--- config.mk ---
export PLATFORM = sky130hd
export DESIGN_NAME = mem_stage
export DESIGN_NICKNAME = d
export VERILOG_FILES = /design/src/rtl/mem_stage.sv
export SDC_FILE = /design/constraint.sdc
export NUM_CORES = 1
export LEC_CHECK = 0
export BUFFER_PORTS_ARGS = -buffer_cell sky130_fd_sc_hd__buf_2
export CAP_MARGIN = 40
export CELL_PAD_IN_SITES_DETAIL_PLACEMENT = 0
export CELL_PAD_IN_SITES_GLOBAL_PLACEMENT = 1
export CORE_UTILIZATION = 34
export CTS_CLUSTER_DIAMETER = 150
export DETAILED_ROUTE_END_ITERATION = 8
export PLACE_DENSITY_LB_ADDON = 0.25
export SLEW_MARGIN = 5
export SYNTH_ARGS = -nofsm -noshare
export SYNTH_HDL_FRONTEND = slang
export SYNTH_SLANG_ARGS = --single-unit
export TNS_END_PERCENT = 20
--- constraint.sdc ---
create_clock -name clk -period 2.07 [get_ports clk]
set_input_delay 0.414 -clock clk [delete_from_list [all_inputs] [get_ports clk]]
set_output_delay 0.414 -clock clk [all_outputs]
set_load 0.02 [all_outputs]
--- src/rtl/mem_stage.sv ---
// Memory stage: drives the data-memory req/ack handshake and holds the MEM/WB register.
// Optional MEM_MISALIGN_TRAP_EN traps misaligned half/word accesses instead of truncating.
module mem_stage #(
  parameter int unsigned TIMEOUT_CYCLES = 16
) (
  input  logic        clk,
  input  logic        rst,
  input  logic        ex_mem_valid_inst,
  input  logic [31:0] ex_mem_alu_result,
  input  logic [31:0] ex_mem_regb,
  input  logic        ex_mem_rd_mem,
  input  logic        ex_mem_wr_mem,
  input  logic [2:0]  ex_mem_funct3,
  input  logic [4:0]  ex_mem_dest_reg_idx,
  input  logic        Dmem2proc_ack,
  input  logic [31:0] Dmem2proc_rdata,
  output logic        proc2Dmem_req,
  output logic        proc2Dmem_we,
  output logic [31:0] proc2Dmem_addr,
  output logic [31:0] proc2Dmem_wdata,
  output logic [3:0]  proc2Dmem_be,
  output logic        mem_stall_out,
  output logic        mem_wb_valid,
  output logic [31:0] mem_wb_result,
  output logic [4:0]  mem_wb_dest_reg_idx,
  output logic        mem_wb_err,
  output logic        mem_wb_misaligned
);

  typedef enum logic {IDLE, BUSY} state_t;

  localparam logic [7:0] CNT_LAST = 8'(TIMEOUT_CYCLES - 1);

  state_t      state_q, state_d;
  logic [7:0]  cnt_q, cnt_d;
  logic        req_q, req_d;
  logic        we_q, we_d;
  logic [31:0] addr_q, addr_d;
  logic [31:0] wdata_q, wdata_d;
  logic [3:0]  be_q, be_d;
  logic [1:0]  off_q, off_d;
  logic [2:0]  f3_q, f3_d;

  logic        wb_valid_q, wb_valid_d;
  logic [31:0] wb_result_q, wb_result_d;
  logic [4:0]  wb_dest_q, wb_dest_d;
  logic        wb_err_q, wb_err_d;
  logic        wb_mis_q, wb_mis_d;

  logic        mem_op, trap, done, stall;
  logic [1:0]  size, eff_off;
  logic [31:0] st_wdata;
  logic [3:0]  st_be;
  logic [7:0]  ld_byte;
  logic [15:0] ld_half;
  logic [31:0] ld_data;

  assign mem_op = ex_mem_valid_inst & (ex_mem_rd_mem | ex_mem_wr_mem);
  assign size   = ex_mem_funct3[1:0];

`ifdef MEM_MISALIGN_TRAP_EN
  assign trap = mem_op & (((size == 2'b01) & ex_mem_alu_result[0]) |
                          (size[1] & (ex_mem_alu_result[1:0] != 2'b00)));
`else
  assign trap = 1'b0;
`endif

  // Completion is ack or the last allowed BUSY cycle; ack wins when both coincide.
  assign done  = (state_q == BUSY) & (Dmem2proc_ack | (cnt_q == CNT_LAST));
  assign stall = mem_op & ~trap & ~done;

  always_comb begin
    eff_off  = 2'b00;
    st_wdata = ex_mem_regb;
    st_be    = 4'b1111;
    case (size)
      2'b00: begin
        eff_off  = ex_mem_alu_result[1:0];
        st_wdata = {4{ex_mem_regb[7:0]}};
        st_be    = 4'b0001 << eff_off;
      end
      2'b01: begin
        eff_off  = {ex_mem_alu_result[1], 1'b0};
        st_wdata = {2{ex_mem_regb[15:0]}};
        st_be    = 4'b0011 << eff_off;
      end
      default: begin
        eff_off  = 2'b00;
        st_wdata = ex_mem_regb;
        st_be    = 4'b1111;
      end
    endcase
  end

  always_comb begin
    ld_byte = Dmem2proc_rdata[7:0];
    case (off_q)
      2'd0:    ld_byte = Dmem2proc_rdata[7:0];
      2'd1:    ld_byte = Dmem2proc_rdata[15:8];
      2'd2:    ld_byte = Dmem2proc_rdata[23:16];
      default: ld_byte = Dmem2proc_rdata[31:24];
    endcase
    ld_half = off_q[1] ? Dmem2proc_rdata[31:16] : Dmem2proc_rdata[15:0];
    case (f3_q[1:0])
      2'b00:   ld_data = {{24{ld_byte[7] & ~f3_q[2]}}, ld_byte};
      2'b01:   ld_data = {{16{ld_half[15] & ~f3_q[2]}}, ld_half};
      default: ld_data = Dmem2proc_rdata;
    endcase
  end

  always_comb begin
    state_d = state_q;
    cnt_d   = cnt_q;
    req_d   = req_q;
    we_d    = we_q;
    addr_d  = addr_q;
    wdata_d = wdata_q;
    be_d    = be_q;
    off_d   = off_q;
    f3_d    = f3_q;
    case (state_q)
      IDLE: begin
        if (mem_op && !trap) begin
          state_d = BUSY;
          cnt_d   = '0;
          req_d   = 1'b1;
          we_d    = ex_mem_wr_mem;
          addr_d  = {ex_mem_alu_result[31:2], 2'b00};
          wdata_d = st_wdata;
          be_d    = st_be;
          off_d   = eff_off;
          f3_d    = ex_mem_funct3;
        end
      end
      default: begin
        if (done) begin
          state_d = IDLE;
          cnt_d   = '0;
          req_d   = 1'b0;
        end else begin
          cnt_d = cnt_q + 8'd1;
        end
      end
    endcase
  end

  // Stalled cycles write a bubble; otherwise the register follows the incoming instruction.
  always_comb begin
    wb_valid_d  = 1'b0;
    wb_result_d = '0;
    wb_dest_d   = '0;
    wb_err_d    = 1'b0;
    wb_mis_d    = 1'b0;
    if (!stall && ex_mem_valid_inst) begin
      wb_valid_d = 1'b1;
      wb_dest_d  = ex_mem_dest_reg_idx;
      if (trap) begin
        wb_mis_d = 1'b1;
      end else if (mem_op) begin
        if (Dmem2proc_ack) begin
          wb_result_d = ex_mem_wr_mem ? ex_mem_alu_result : ld_data;
        end else begin
          wb_err_d = 1'b1;
        end
      end else begin
        wb_result_d = ex_mem_alu_result;
      end
    end
  end

  always_ff @(posedge clk) begin
    if (rst) begin
      state_q     <= IDLE;
      cnt_q       <= '0;
      req_q       <= 1'b0;
      we_q        <= 1'b0;
      addr_q      <= '0;
      wdata_q     <= '0;
      be_q        <= '0;
      off_q       <= '0;
      f3_q        <= '0;
      wb_valid_q  <= 1'b0;
      wb_result_q <= '0;
      wb_dest_q   <= '0;
      wb_err_q    <= 1'b0;
      wb_mis_q    <= 1'b0;
    end else begin
      state_q     <= state_d;
      cnt_q       <= cnt_d;
      req_q       <= req_d;
      we_q        <= we_d;
      addr_q      <= addr_d;
      wdata_q     <= wdata_d;
      be_q        <= be_d;
      off_q       <= off_d;
      f3_q        <= f3_d;
      wb_valid_q  <= wb_valid_d;
      wb_result_q <= wb_result_d;
      wb_dest_q   <= wb_dest_d;
      wb_err_q    <= wb_err_d;
      wb_mis_q    <= wb_mis_d;
    end
  end

  assign proc2Dmem_req       = req_q;
  assign proc2Dmem_we        = we_q;
  assign proc2Dmem_addr      = addr_q;
  assign proc2Dmem_wdata     = wdata_q;
  assign proc2Dmem_be        = be_q;
  assign mem_stall_out       = stall;
  assign mem_wb_valid        = wb_valid_q;
  assign mem_wb_result       = wb_result_q;
  assign mem_wb_dest_reg_idx = wb_dest_q;
  assign mem_wb_err          = wb_err_q;
  assign mem_wb_misaligned   = wb_mis_q;

endmodule
# Word level (Yosys, flattened, before mapping)
# Cells that the tools add are included.
[word_totals]
elab_cells = 64
reg_bits = 121
out_inout_bits = 111
in_bits = 110
[op_classes]
shifts = 2
bitwise = 12
eq_ne = 6
n_mux = 20
reduce_logical = 10
add_sub_neg = 1
[ops]
columns = ["operator", "n"]
rows = [
  ["$pmux W32 S2", 2],
  ["$mux W32", 3],
  ["$mux W8", 3],
  ["$pmux W8 S3", 1],
  ["$mux W16", 1],
  ["$add A8 B1 Y8 const B", 1],
  ["$eq A8 B4 Y1 const B", 1],
  ["$mux W1", 8],
  ["$pmux W4 S2", 1],
  ["$eq A2 B1 Y1 const B", 3],
  ["$logic_not A2 Y1", 3],
  ["$and A1 B1 Y1", 5],
  ["$not A1 Y1", 5],
  ["$pmux W2 S2", 1],
  ["$reduce_and A2 Y1", 2],
  ["$shl A1 B2 Y4 const A", 1],
  ["$shl A2 B2 Y4 const A", 1],
  ["$reduce_or A3 Y1", 1],
  ["$eq A2 B2 Y1 const B", 1],
  ["$ne A2 B1 Y1 const B", 1],
  ["$or A1 B1 Y1", 2],
  ["$reduce_bool A2 Y1", 1],
  ["$reduce_or A2 Y1", 1],
  ["$logic_and A1 B1 Y1", 1],
  ["$logic_not A1 Y1", 1],
]

# Longest topological paths before layout
[depth]
word_depth = 9
mapped_depth = 8
depth_no_buf = 7

# Least setup slack after synthesis
# No wires, ideal clock.
[synth_timing]
path_kind = "input-to-reg"
from = "in rst"
to = "reg wb_result_q[16], in the netlist mem_wb_result[16]"
arrival_ps = 1784
setup_ps = 60
n_path_buf = 2
cell_stages = 7
required_time_ps = 2010
slack_ps = 227
cell_sequence = "clkbuf_1 > nand2b_1 > nor3_1 > nand2_1 > a21oi_1 > buf_2 > a221o_1"
[synth_between]
elab_chain_len = 1
[synth_rtl]
columns = ["element", "line_no", "rtl"]
rows = [
  ["start: declaration", "7", "input logic rst,"],
  ["$reduce_or A2 Y1 (no line)", "-", ""],
  ["end signal: assignment", "198", "wb_result_q <= wb_result_d;"],
  ["end: declaration", "45", "logic [31:0] wb_result_q, wb_result_d;"],
]
# No other way between the ends.
# A chain may end at the register's enable or synchronous reset.

# Worst setup path in the final report
[layout_timing]
from = "reg cnt_q[5]"
to = "out mem_stall_out"
[layout_between]
elab_chain_len = 5
[layout_rtl]
columns = ["element", "line_no", "rtl"]
rows = [
  ["start: declaration", "35", "logic [7:0] cnt_q, cnt_d;"],
  ["start signal: assignment", "189", "cnt_q <= cnt_d;"],
  ["$eq A8 B4 Y1", "69", "assign done = (state_q == BUSY) & (Dmem2proc_ack | (cnt_q == CNT_LAST));"],
  ["$or A1 B1 Y1", "69", ""],
  ["$and A1 B1 Y1", "69", ""],
  ["$not A1 Y1", "70", "assign stall = mem_op & ~trap & ~done;"],
  ["$and A1 B1 Y1", "70", ""],
  ["end: declaration", "22", "output logic mem_stall_out,"],
]
# No other way between the ends.

==> reports/qor.txt <==
Wirelength per Cell -> 17.0 um
IO Count -> 221
DRT iter0 DRCs -> 365
Slew @ Worst Pin -> 0.906 ns
Vias/cell -> 5.20
Fmax -> 0.464 GHz
Endpoints failing setup -> 1
Post-synth EDFFs -> 0
Pre-Repair DR Iteration Count -> 5
Asr flop ratio synth -> 0%
# port buffers -> 217
Met2 wire length -> 8780 um
# diodes -> 0
Most common cell after layout, fill and taps aside -> buf_2
Crit path largest cell delay -> 0.55 ns
CP max FO -> 2
Die height -> 126 um
Nets -> 966
# rows -> 45
Critical path's slowest cell -> or4_4
Inst Count DP -> 1021
Worst skew pair latency -> 0.42 ns
YS warnings -> 0
Min Tclk post-route -> 2.16 ns
TritonCTS Buffers -> 17
Clock Tree Buf Depth -> 2
CTS hold repair buffers -> 0
Max Used Layer -> met4
Initial antenna violation count -> 0
Pwr dens -> 913 nW/um2
Post-route insts no fill -> 1056
Largest net degree at the start of global routing -> 81
Fillers -> 1480
Slew Limit Fails -> 0
H-tree depth -> 4
Vias -> 5490
Vias in the first global route -> 5304
Met1 WL -> 7480 um
Critical path class -> reg -> out
Global placement routability congestion -> 0.865
Crit share post-route -> 104%
Cells after Synth -> 646
Setup crit end kind -> output pin
Synth-to-Final Area Change -> 37.4%
Final global-route overflow total -> 0
Clock root buffer -> clkbuf_16
Share of layout cells above drive strength 1 -> 32.4%
Status -> complete, but fails checks
Total length of routed met3 wires -> 1340 um
Clock Sinks -> 121
Ys flop type -> dfxtp_1
Worst path bufs/invs -> 1
Fin worst setup slack -> -0.0872 ns
Peak supply drop -> 0.000572 V
Hpwl dp -> 13300 um
Most frequent cells in the layout -> 216 x buf_2, 139 x nand2_1, 120 x dfxtp_1
GRT Total Usage -> 22.7%
Die area -> 15900 um2
Clock-pin slew on the worst setup and hold paths -> 0.05 ns
Mapped Area -> 5240 um2
Max Cap Violations -> 0
Die Span X -> 126 um
Crit path DAT -> 1.74 ns
Initial Utilization -> 34.6%
Unique cell type count in the Yosys netlist -> 51
Failing checks -> negative setup slack
Core area -> 15100 um2
Register area -> 2420 um2
Sequential area share after synthesis -> 46.2%
CTS tree -> yes
DRT Wirelength -> 18000 um
Worst min-delay path class -> in -> reg
Worst path cell trace -> or4_4, nor2_4, o21a_1, nor2_1, buf_4
Crit path required time -> 1.66 ns
Final Util -> 47.5%
Routed Antenna Nets -> 0
Residual DRC -> 0
Crit path max-delay family -> simple AND/OR/NAND/NOR gates
Slew margin rel. -> 39.6%
Area of the multi-input gates -> 2590 um2
Pleak -> 3.28 nW
Register bit total from synthesis -> 121
Critical path launch point type -> flip-flop
RSZ-0062 raised after global routing -> yes
Final Hold Viols -> 0
Final setup skew -> 0.00559 ns
First-pass GRT wire length -> 27700 um
Synthesized area per cell -> 8.11 um2
## layer usage
metal  GRT usage, %  up-vias
met5              0        -
met4           9.85        0
met3           7.26       28
met2           39.6      227
met1           25.4     2562
li1               -     2673
## path summary, 6_finish.rpt
| path | from | end | slack [ns] | depth (start not counted) |
|---|---|---|---|---|
| worst min-delay path | ex_mem_dest_reg_idx[4] | mem_wb_dest_reg_idx[4] | 0.19 | 2 |
| worst min register to register | proc2Dmem_addr[26] | proc2Dmem_addr[26] | 0.45 | 2 |
| worst max-delay path | cnt_q[5] | mem_stall_out | -0.09 | 5 |
| worst max register to register | cnt_q[5] | mem_wb_result[30] | 0.14 | 6 |
## area by class of cell
| cell class | count | area share [%] |
|---|---|---|
| inverters | 7 | 0.365 |
| repair buffers | 240 | 18.2 |
| flip-flops and latches | 121 | 33.7 |
| clock buffers | 23 | 6.50 |
| well taps | 188 | 3.27 |
| clock inverters | 9 | 2.02 |
| multi-input cells | 468 | 36.0 |
## repair_timing
item | 4_1_cts | 5_1_grt
setup buffers | 3 | 0
pin swaps | 3 | 2
gates cloned | 0 | 0
setup endpoints to repair | 1 | 2
gates resized for setup | 3 | 1
## stage by stage
step / setup slack, ns / cell area, um2 / hold slack [ns] / total power [mW] / setup TNS (ns)
floorplan: 0.227 / 5250 / 0.449 / 3.10 / 0
global placement: 0.0644 / 6550 / 0.438 / 3.49 / 0
detailed placement: 0.0255 / 6550 / 0.444 / 3.51 / 0
CTS: -0.134 / 7200 / 0.177 / 6.63 / -0.134
global route: -0.145 / 7200 / 0.191 / 6.83 / -0.145
finish: -0.0872 / 7200 / 0.194 / 6.57 / -0.0872
## cell usage after synthesis (all sizes together) (2+ instances only)
cell type | number | area [um2]
nand2 | 139 | 522
dfxtp | 121 | 2420
a21oi | 73 | 365
nor2 | 47 | 184
clkbuf | 39 | 146
o21ai | 38 | 201
mux2i | 23 | 230
nor3 | 20 | 105
a211oi | 15 | 113
a311oi | 13 | 114
buf | 13 | 82.6
a221o | 12 | 120
nor2b | 10 | 62.6
o211ai | 9 | 67.6
or3 | 8 | 50.1
and2 | 7 | 43.8
nand3 | 7 | 35.0
and3 | 6 | 37.5
inv | 6 | 22.5
nand2b | 6 | 37.5
nand3b | 5 | 37.5
mux2 | 2 | 22.5
nand4 | 2 | 12.5
nor3b | 2 | 15.0
o2111ai | 2 | 17.5
o21a | 2 | 15.0
xor2 | 2 | 17.5
## cells by family after synthesis
logic type | count (synthesis) | synth area share (%)
xor gates and xnor gates | 2 | 0.334
AOI/OAI and AO/OA | 175 | 21.2
DFF | 121 | 46.2
other | 1 | 0.0716
and+or+nand+nor | 262 | 22.3
adders and majority gates | 1 | 0.239
buffers and inverters | 59 | 4.87
muxes | 25 | 4.82
## flip-flops by register name, indices dropped and copies added, names as in the netlist
register,count
mem_wb_err,1
proc2Dmem_be,4
cnt_q,8
proc2Dmem_addr,30
proc2Dmem_req,1
mem_wb_result,32
f3_q,3
proc2Dmem_we,1
mem_wb_valid,1
proc2Dmem_wdata,32
mem_wb_dest_reg_idx,5
state_q,1
off_q,2
## power breakdown
part | switching (mW) | internal [mW] | leakage (nW) | total (mW)
combinational | 0.598 | 0.350 | 1.99 | 0.948
sequential | 0.0634 | 2.45 | 0.989 | 2.51
clock | 1.04 | 2.07 | 0.305 | 3.11
(Power assumes the default switching activity.)
